$ cat config.mk
export PLATFORM = sky130hd
export DESIGN_NAME = data_width_packer
export DESIGN_NICKNAME = d
export VERILOG_FILES = /design/src/rtl/data_width_packer.sv
export SDC_FILE = /design/constraint.sdc
export NUM_CORES = 1
export LEC_CHECK = 0
export CORE_MARGIN = 1.5
export CORE_UTILIZATION = 60
export CTS_CLUSTER_SIZE = 28
export DETAILED_ROUTE_END_ITERATION = 8
export GPL_TIMING_DRIVEN = 1
export PLACE_DENSITY = 0.8
export SLEW_MARGIN = 15
export SYNTH_ARGS = -nofsm -noshare
export SYNTH_HDL_FRONTEND = slang
export SYNTH_SLANG_ARGS = --single-unit
$ cat constraint.sdc
create_clock -name clk -period 6.6 [get_ports clk]
set_input_delay 0.66 -clock clk [delete_from_list [all_inputs] [get_ports clk]]
set_output_delay 0.66 -clock clk [all_outputs]
set_load 0.02 [all_outputs]
$ cat src/rtl/data_width_packer.sv
// Byte-stream to 1/2/4/8/16-bit lane packer: byte FIFO, slicing shifter and a
// registered valid/ready output stage. Lane width changes only when fully drained.
module data_width_packer #(
    parameter int DEPTH = 64,
    parameter int AW    = 6
) (
    input  logic          clk,
    input  logic          rst,
    input  logic [3:0]    data_form,
    input  logic          flush,
    input  logic [7:0]    in_data,
    input  logic          in_valid,
    output logic          in_ready,
    output logic [15:0]   out_data,
    output logic          out_valid,
    input  logic          out_ready,
    output logic [AW:0]   fifo_usedw,
    output logic          mode_busy
);

    typedef enum logic [2:0] {
        MODE_1B, MODE_2B, MODE_4B, MODE_8B, MODE_16B
    } mode_e;

    localparam logic [AW:0] FULL_LVL = (AW+1)'(DEPTH);

    function automatic mode_e decode_mode(input logic [3:0] f);
        case (f)
            4'd1:    return MODE_1B;
            4'd2:    return MODE_2B;
            4'd3:    return MODE_4B;
            4'd5:    return MODE_16B;
            default: return MODE_8B;
        endcase
    endfunction

    // Read side is asynchronous: the shifter may pull two bytes in the same cycle
    // a byte becomes visible, which the two-cycle latency budget depends on.
    logic [7:0]    mem [DEPTH];
    logic [AW-1:0] wr_ptr_q, rd_ptr_q, rd_ptr_p1;
    logic [AW:0]   usedw_q, usedw_d, rd_cnt;
    logic          in_ready_q;
    logic [15:0]   sh_data_q, sh_shifted, slice;
    logic [3:0]    sh_cnt_q, slice_w, beats;
    logic [15:0]   out_data_q;
    logic          out_valid_q;
    mode_e         mode_q;

    logic is_16b, out_ld, take, sh_free, sh_load, wr_en, idle;

    always_comb begin
        slice_w = 4'd8;
        beats   = 4'd1;
        case (mode_q)
            MODE_1B:  begin slice_w = 4'd1; beats = 4'd8; end
            MODE_2B:  begin slice_w = 4'd2; beats = 4'd4; end
            MODE_4B:  begin slice_w = 4'd4; beats = 4'd2; end
            default:  begin slice_w = 4'd8; beats = 4'd1; end
        endcase
    end

    assign is_16b     = (mode_q == MODE_16B);
    assign rd_ptr_p1  = rd_ptr_q + AW'(1);
    // Sub-byte lanes leave MSB-first from the low byte of the shifter.
    assign slice      = is_16b ? sh_data_q
                               : {8'd0, sh_data_q[7:0] >> (4'd8 - slice_w)};
    assign sh_shifted = {8'd0, sh_data_q[7:0] << slice_w};

    assign out_ld  = !out_valid_q || out_ready;
    assign take    = out_ld && (sh_cnt_q != 4'd0);
    assign sh_free = (sh_cnt_q == 4'd0) || (take && (sh_cnt_q == 4'd1));
    assign sh_load = sh_free && (is_16b ? (usedw_q >= (AW+1)'(2)) : (usedw_q != '0));
    assign rd_cnt  = sh_load ? (is_16b ? (AW+1)'(2) : (AW+1)'(1)) : '0;
    assign wr_en   = in_valid && in_ready_q;
    assign usedw_d = usedw_q + (AW+1)'(wr_en) - rd_cnt;
    assign idle    = (usedw_q == '0) && (sh_cnt_q == 4'd0) && !out_valid_q;

    always_ff @(posedge clk) begin
        if (wr_en && !rst && !flush)
            mem[wr_ptr_q] <= in_data;
    end

    always_ff @(posedge clk) begin
        if (rst || flush) begin
            wr_ptr_q    <= '0;
            rd_ptr_q    <= '0;
            usedw_q     <= '0;
            in_ready_q  <= !rst;
            sh_data_q   <= '0;
            sh_cnt_q    <= '0;
            out_data_q  <= '0;
            out_valid_q <= 1'b0;
            // After a flush the block is idle, so the requested mode applies at once.
            mode_q      <= rst ? MODE_8B : decode_mode(data_form);
        end else begin
            if (wr_en)
                wr_ptr_q <= wr_ptr_q + AW'(1);
            if (sh_load)
                rd_ptr_q <= is_16b ? rd_ptr_q + AW'(2) : rd_ptr_p1;
            usedw_q    <= usedw_d;
            in_ready_q <= (usedw_d != FULL_LVL);
            if (idle)
                mode_q <= decode_mode(data_form);

            if (sh_load) begin
                sh_data_q <= is_16b ? {mem[rd_ptr_q], mem[rd_ptr_p1]} : {8'd0, mem[rd_ptr_q]};
                sh_cnt_q  <= beats;
            end else if (take) begin
                sh_data_q <= sh_shifted;
                sh_cnt_q  <= sh_cnt_q - 4'd1;
            end

            if (take) begin
                out_data_q  <= slice;
                out_valid_q <= 1'b1;
            end else if (out_ld) begin
                out_valid_q <= 1'b0;
            end
        end
    end

    assign in_ready   = in_ready_q;
    assign out_data   = out_data_q;
    assign out_valid  = out_valid_q;
    assign fifo_usedw = usedw_q;
    assign mode_busy  = !idle;

endmodule
**Word-level counts from Yosys, hierarchy flattened**

Memories as Yosys holds them, arrays and structs flattened. A register that Yosys moved wholly into a read port is not among the register bits.
Index checks and enable logic that the tools add are counted.

- Add/subtract/negate cells: 7
- Order comparisons: 1
- Eq/ne operators: 9
- Shift-type cells: 2
- Multiplexer cells: 23
- Reduce and logical (&&, ||, !) cells: 23

Operators by type and width:

| kind | number |
|---|---|
| $mux W16 | 4 |
| $pmux W4 S3 | 2 |
| $mux W6 | 3 |
| $add A6 B1 Y6 const B | 2 |
| $pmux W3 S4 | 1 |
| $mux W3 | 3 |
| $eq A4 B1 Y1 const B | 2 |
| $eq A4 B2 Y1 const B | 2 |
| $logic_and A1 B1 Y1 | 8 |
| $mux W4 | 2 |
| $shl A8 B4 Y8 | 1 |
| $shr A8 B4 Y8 | 1 |
| $add A7 B1 Y7 | 1 |
| $ge A7 B2 Y1 const B | 1 |
| $logic_not A7 Y1 | 1 |
| $ne A7 B7 Y1 const B | 1 |
| $reduce_bool A7 Y1 | 1 |
| $sub A7 B2 Y7 | 1 |
| $add A6 B2 Y6 const B | 1 |
| $mux W1 | 6 |
| $reduce_bool A2 Y1 | 3 |
| $eq A4 B3 Y1 const B | 1 |
| $logic_not A1 Y1 | 4 |
| $logic_not A4 Y1 | 1 |
| 9 further kinds | 12 |

- Register bits after elaboration: 60
- Bits in writable memories: 512
- Input port bits: 17
- Output and inout port bits: 26
- Logic and storage cells: 75
- Memories kept: 1

Memory list:

| memory | depth | width | read ports | clocked after memory_dff | wr ports | line | RTL |
|---|---|---|---|---|---|---|---|
| mem | 64 | 8 | 2 | 1 | 1 | 39 | `logic [7:0] mem [DEPTH];` |

**Depth between registers and ports, before layout**

- Depth in word-level cells: 10
- Gate-level depth with buffers: 18
- Mapped depth without buffers: 17

**Worst setup path before layout**

Ideal clock, no wire load.

- Kind: register to register
- From: register usedw_q[3], in the netlist fifo_usedw[3]
- To: register usedw_q[6], in the netlist fifo_usedw[6]
- Setup time: 0.115 ns
- Arrival time: 3.433 ns
- Data required time: 6.485 ns
- Setup slack: 3.052 ns
- Cell stages (with the launch flop): 19
- Path buffers: 1
- Clock period less this slack: 3.548 ns
- Cell sequence: dfxtp_1 > inv_1 > ha_1 > nor4bb_1 > nand2b_1 > and3_1 > clkbuf_1 > ha_1 > inv_1 > ha_1 > inv_1 > fa_1 > nand2b_1 > a21oi_1 > o21bai_1 > a21oi_1 > nor2_1 > xor2_1 > and2_1

- Word-level cells in the longest chain between the ends: 5
- Elaborated cells on any way between the ends: 7
- Those cells by class: add/sub (2); order compare (1); mux (2); reduce/logical (2)

Ends and longest elaborated chain:

| what | line | RTL |
|---|---|---|
| start, declared | 41 | `logic [AW:0] usedw_q, usedw_d, rd_cnt;` |
| start signal, assigned | 100 | `usedw_q <= usedw_d;` |
| $ge A7 B2 Y1 / $reduce_bool A7 Y1 (equally long branches) | 72 | `assign sh_load = sh_free && (is_16b ? (usedw_q >= (AW+1)'(2)) : (usedw_q != '0));` |
| $mux W1 | 72 |  |
| $logic_and A1 B1 Y1 | 72 |  |
| $mux W2 | 73 | `assign rd_cnt = sh_load ? (is_16b ? (AW+1)'(2) : (AW+1)'(1)) : '0;` |
| $sub A7 B2 Y7 (*) | 75 | `assign usedw_d = usedw_q + (AW+1)'(wr_en) - rd_cnt;` |

Mark *: on every way between the ends. The rest lies on a longest branch, timed or not.
A chain may end at the register's enable or synchronous reset.

**Worst setup path after layout**

- From: register usedw_q[3], in the netlist fifo_usedw[3]
- To: register in_ready_q, in the netlist in_ready

- Word-level cells in the longest chain between the ends: 7
- Elaborated cells on any way between the ends: 9
- Those cells by class: add/sub (2); order compare (1); eq/ne (1); mux (3); reduce/logical (2)

Ends and longest elaborated chain:

| what | line | RTL |
|---|---|---|
| $ge A7 B2 Y1 / $reduce_bool A7 Y1 (equally long branches) | 72 |  |
| $mux W1 | 72 |  |
| $logic_and A1 B1 Y1 | 72 |  |
| $mux W2 | 73 |  |
| $sub A7 B2 Y7 (*) | 75 |  |
| $ne A7 B7 Y1 (*) | 101 | `in_ready_q <= (usedw_d != FULL_LVL);` |
| $mux W1 (*) | 84 | `if (rst \|\| flush) begin` |
| end signal, assigned | 88 | `in_ready_q <= !rst;` |
| end signal, assigned | 101 |  |
| end, declared | 42 | `logic in_ready_q;` |

Marked as above.

==> results.rst <==
.. list-table::
   :header-rows: 1

   * - Metric
     - Value
   * - CTS Root Cell
     - clkbuf_16
   * - Area of all placed cells without fillers
     - 0.0303 mm2
   * - Number of buffers created by CTS
     - between 50 and 60
   * - M1 WL
     - 26,700 um
   * - Clock transition at path regs
     - approximately 0.060 ns
   * - Tcrit/Tclk final
     - 0.601
   * - Site row count
     - 78
   * - Origin of the critical flop-to-flop path
     - fifo_usedw[3]$_SDFF_PN0_
   * - Count of hold buffers inserted by post-cts repair
     - 0
   * - Fraction of final layout cells sized beyond drive strength 1
     - 0.223
   * - HPWL reported at the end of detailed placement
     - 48,700 um
   * - Cell leakage power
     - 0.00919 uW
   * - Top-level port count
     - 43
   * - Logic depth of the worst register-to-register path
     - 17
   * - Final Max Slew Viols
     - 0
   * - Syn_nets
     - 1,762
   * - Max capacitance violation total
     - 0
   * - Buffers inserted during post-CTS setup optimization
     - 0
   * - Clock tree sinks
     - 578
   * - Achievable Freq
     - 0.252 GHz
   * - Number of cells produced by synthesis
     - 1,723
   * - Syn_area_per_cell
     - 16.1 um2
   * - Final Core Density
     - 0.666
   * - WL met3
     - 10,900 um
   * - Placed cell count
     - 2,278
   * - Overall via count from detail_route
     - between 15,000 and 20,000
   * - Clock tree from TritonCTS
     - done
   * - Minimum period implied by the final worst setup slack
     - 3.97 ns
   * - Transition time at the pin with the least slew margin
     - 1.43 ns
   * - Peak fanout along the critical path
     - 13
   * - Layout Nets
     - approximately 1,800
   * - Number of detailed-route iterations in the first pass
     - 9
   * - RSZ-0062 raised after global routing
     - false
   * - Maximum number of pins on one net before global-route repair
     - 134
   * - Min-Delay Startpoint
     - out_data[11]$_SDFFE_PN0P_
   * - Drt total wl
     - 77,600 um
   * - Post-route clock skew
     - about 0.026 ns
   * - IO Port Bufs
     - 42
   * - Worst setup slack for register-to-register paths
     - around 2.6 ns
   * - Crit-path max cell delay
     - 0.47 ns
   * - CP Capture Type
     - register
   * - Final hold viol count
     - 0
   * - Layout overhead on the synthesized area
     - 9.36%
   * - Number of DRC violations after detailed routing
     - 0
   * - End point of the most critical hold path
     - out_data[11]$_SDFFE_PN0P_
   * - Sequential share of the synthesized area
     - 0.604
   * - Arr. time, crit path
     - approximately 4.5 ns
   * - Type of element launching the critical path
     - register
   * - Synth async-reset ratio
     - 0
   * - Number of global-route vias before repair
     - 17,600
   * - Wire length of the first global-routing pass
     - approximately 120,000 um
   * - Setup_tns
     - 0 ns
   * - Average wire per cell in the routed design
     - 32.6 um
   * - Highest signal layer in the routed design
     - met5
   * - Die span in x
     - 218 um
   * - PostCTS Resize Cnt
     - 0
   * - H-tree levels
     - 2
   * - Aggregate global routing overflow
     - 0
   * - Worst Hold Path Cells
     - 2
   * - Fraction of post-synthesis cell area in the top cell type by area
     - 0.559
   * - Synth Register Bits
     - just under 600
   * - Aggregate global-route resource usage
     - 0.339
   * - Number of nets still failing antenna checks after routing
     - 0
   * - Slowest stage cell on the critical path
     - nor4bb_1
   * - Reg2Reg Capture Point
     - in_ready$_DFF_P_
   * - Cell chain of the critical path
     - inv_1, ha_1, nor4bb_1, nand2b_1, and3_1, ha_1, inv_1, ha_1, inv_1, fa_1, nand2b_1, a21oi_1, o21bai_1, a21oi_1, nor2_1, xor2_1, a41oi_1
   * - Number of antenna diodes
     - 0
   * - Number of vias per cell after detailed routing
     - 7.38
   * - Number of antenna violations at the first check in global routing
     - 2
   * - Largest area contributor in the netlist
     - edfxtp_1
   * - Synth Warn #
     - 0
   * - Maximum clock insertion buffer count
     - 3
   * - Relative slew slack
     - 0.0469
   * - Gp weighted congestion
     - just over 0.9
   * - Routed length on met2
     - about 36,000 um
   * - # setup viols final
     - 0
   * - Critical path start-end classification
     - register to register
   * - Die Footprint
     - 0.0474 mm2
   * - Peak supply drop
     - 0.524 mV
   * - Post-placement cell area
     - 0.0285 mm2
   * - Primary FF master, synth
     - edfxtp_1
   * - Overall die height
     - 218 um
   * - Leading post-synthesis cells by cell area
     - edfxtp_1 56%, mux4_2 21%, dfxtp_1 4.6%
   * - Critical path data required time
     - 7.10 ns
   * - Worst skew pair latency
     - around 0.65 ns
   * - Number of enable-type register cells in the synthesized netlist
     - 515
   * - Number of violations reported at the end of detailed-routing iteration 0
     - 3,026
   * - Run status
     - finished, final reports clean
   * - Total power divided by cell area
     - roughly 380 mW/mm2
   * - Non-filler instance count after layout
     - 2,381
   * - Number of unique standard cell types used by synthesis
     - 72
   * - Netlist area before placement
     - 0.0277 mm2
   * - Initial standard-cell utilization of the core
     - 0.609
   * - Area of the placeable core
     - 0.0455 mm2
   * - Type of the most critical hold path
     - register to register
[where the power goes]
part	internal, uW	leakage (uW)	switching [uW]
Combinational	1800	0.00320	2500
Sequential	4060	0.00514	163
Clock	1740	0.000847	1380
Total	7610	0.00919	4040
[flip-flops by register name, summed over array words and instances, names as in the netlist, named ones only]
register    flops
out_data       16
in_ready        1
wr_ptr_q        6
mode_q          3
out_valid       1
mem           512
sh_data_q      16
fifo_usedw      7
sh_cnt_q        4
rd_ptr_q        6
[routing by layer]
| metal | track usage | up-vias |
|---|---|---|
| li1 | - | 6996 |
| met1 | 0.454 | 8842 |
| met2 | 0.518 | 1428 |
| met3 | 0.104 | 291 |
| met4 | 0.150 | 6 |
| met5 | 0.0115 | - |
[cell usage after synthesis (5+ instances only)]
library cell  count
a211oi_1         14
a21oi_1          46
a221oi_1          6
a22oi_1          33
a31oi_1          17
a32oi_1           6
and2_1           10
and3_1           11
buf_1             5
buf_2            36
buf_4            30
buf_6             5
clkbuf_1         41
dfxtp_1          63
edfxtp_1        515
ha_1             21
inv_1            21
mux2_2           11
mux2i_1          53
mux4_2          252
nand2_1         153
nand2b_1         12
nand3_1          43
nand3b_1          5
nand4_1          12
nor2_1          139
nor2b_1          12
nor3_1           10
nor3b_1           5
o211ai_1          6
o21ai_0          21
o22ai_1          14
o31ai_1           5
or2_2             5
xnor2_1          14
xor2_1           10
[worst max-delay path: cells and delay by family (launching register included)]
family                   cells  cell delay [ns]
AND/OR/NAND/NOR              5             1.41
flip-flops                   1             0.33
AO/OA/AOI/OAI                4             0.57
adder cells (fa/ha/maj)      4             1.11
buffers and inverters        3             0.25
XOR/XNOR                     1             0.17
[stage by stage]
stage                     setup slack [ns]  hold slack, ns  power [uW]
after floorplan                       3.05           0.432        7350
after global placement                2.49           0.440        8440
after detailed placement              2.43           0.447        8490
after CTS                             2.62           0.456       11600
after global routing                  2.34           0.473       12000
final                                 2.63           0.456       11700
[layout make-up]
cell class,instances,area (um2)
Clock inverter,38,317
Tap cell,600,751
Multi-Input combinational cell,1005,10300
Inverter,22,82.6
Timing Repair Buffer,73,678
Fill cell,3005,15200
Sequential cell,578,16700
Clock buffer,65,1440
[cells by family (layout without fill, tap and decap cells)]
family                   Yosys count  after routing  share of synthesized area
adder cells (fa/ha/maj)           22             22                     0.0102
AO/OA/AOI/OAI                    207            207                     0.0515
flip-flops                       578            578                      0.604
multiplexers                     316            316                      0.229
AND/OR/NAND/NOR                  436            436                     0.0713
XOR/XNOR                          24             24                    0.00759
buffers and inverters            140            198                     0.0264
[cells in the final DEF (no fill, tap or decap), types with 6 or more instances in the layout]
cell type / count
clkdlybuf4s50_1: 34
and2_1: 10
buf_4: 27
clkbuf_16: 56
mux2i_1: 53
clkinv_1: 18
a32oi_1: 6
nor2_1: 139
edfxtp_1: 515
nor2b_1: 11
a22oi_1: 33
o22ai_1: 13
buf_2: 7
clkinv_2: 8
and3_1: 11
a31oi_1: 17
clkbuf_1: 9
a21oi_1: 46
nand2_1: 153
nand2b_1: 12
nand3_1: 43
xor2_1: 9
ha_1: 20
nand4_1: 12
xnor2_1: 13
dfxtp_1: 59
o211ai_1: 6
inv_1: 21
mux2_2: 11
a221oi_1: 6
mux4_2: 252
a211oi_1: 14
nor3_1: 10
o21ai_0: 21
[how the worst max path moves through the flow]
stage | startpoint | endpoint | slack (ns) | depth (start not counted)
final | fifo_usedw[3]$_SDFF_PN0_ | in_ready$_DFF_P_ | 2.63 | 17
after global placement | out_ready | in_ready$_DFF_P_ | 2.49 | 16
after floorplan | fifo_usedw[3]$_SDFF_PN0_ | fifo_usedw[6]$_SDFF_PN0_ | 3.05 | 18
after detailed placement | out_ready | in_ready$_DFF_P_ | 2.43 | 16
after CTS | fifo_usedw[3]$_SDFF_PN0_ | in_ready$_DFF_P_ | 2.62 | 17
after global routing | fifo_usedw[3]$_SDFF_PN0_ | in_ready$_DFF_P_ | 2.34 | 17
Note: power is estimated with default switching activity, not from simulation.
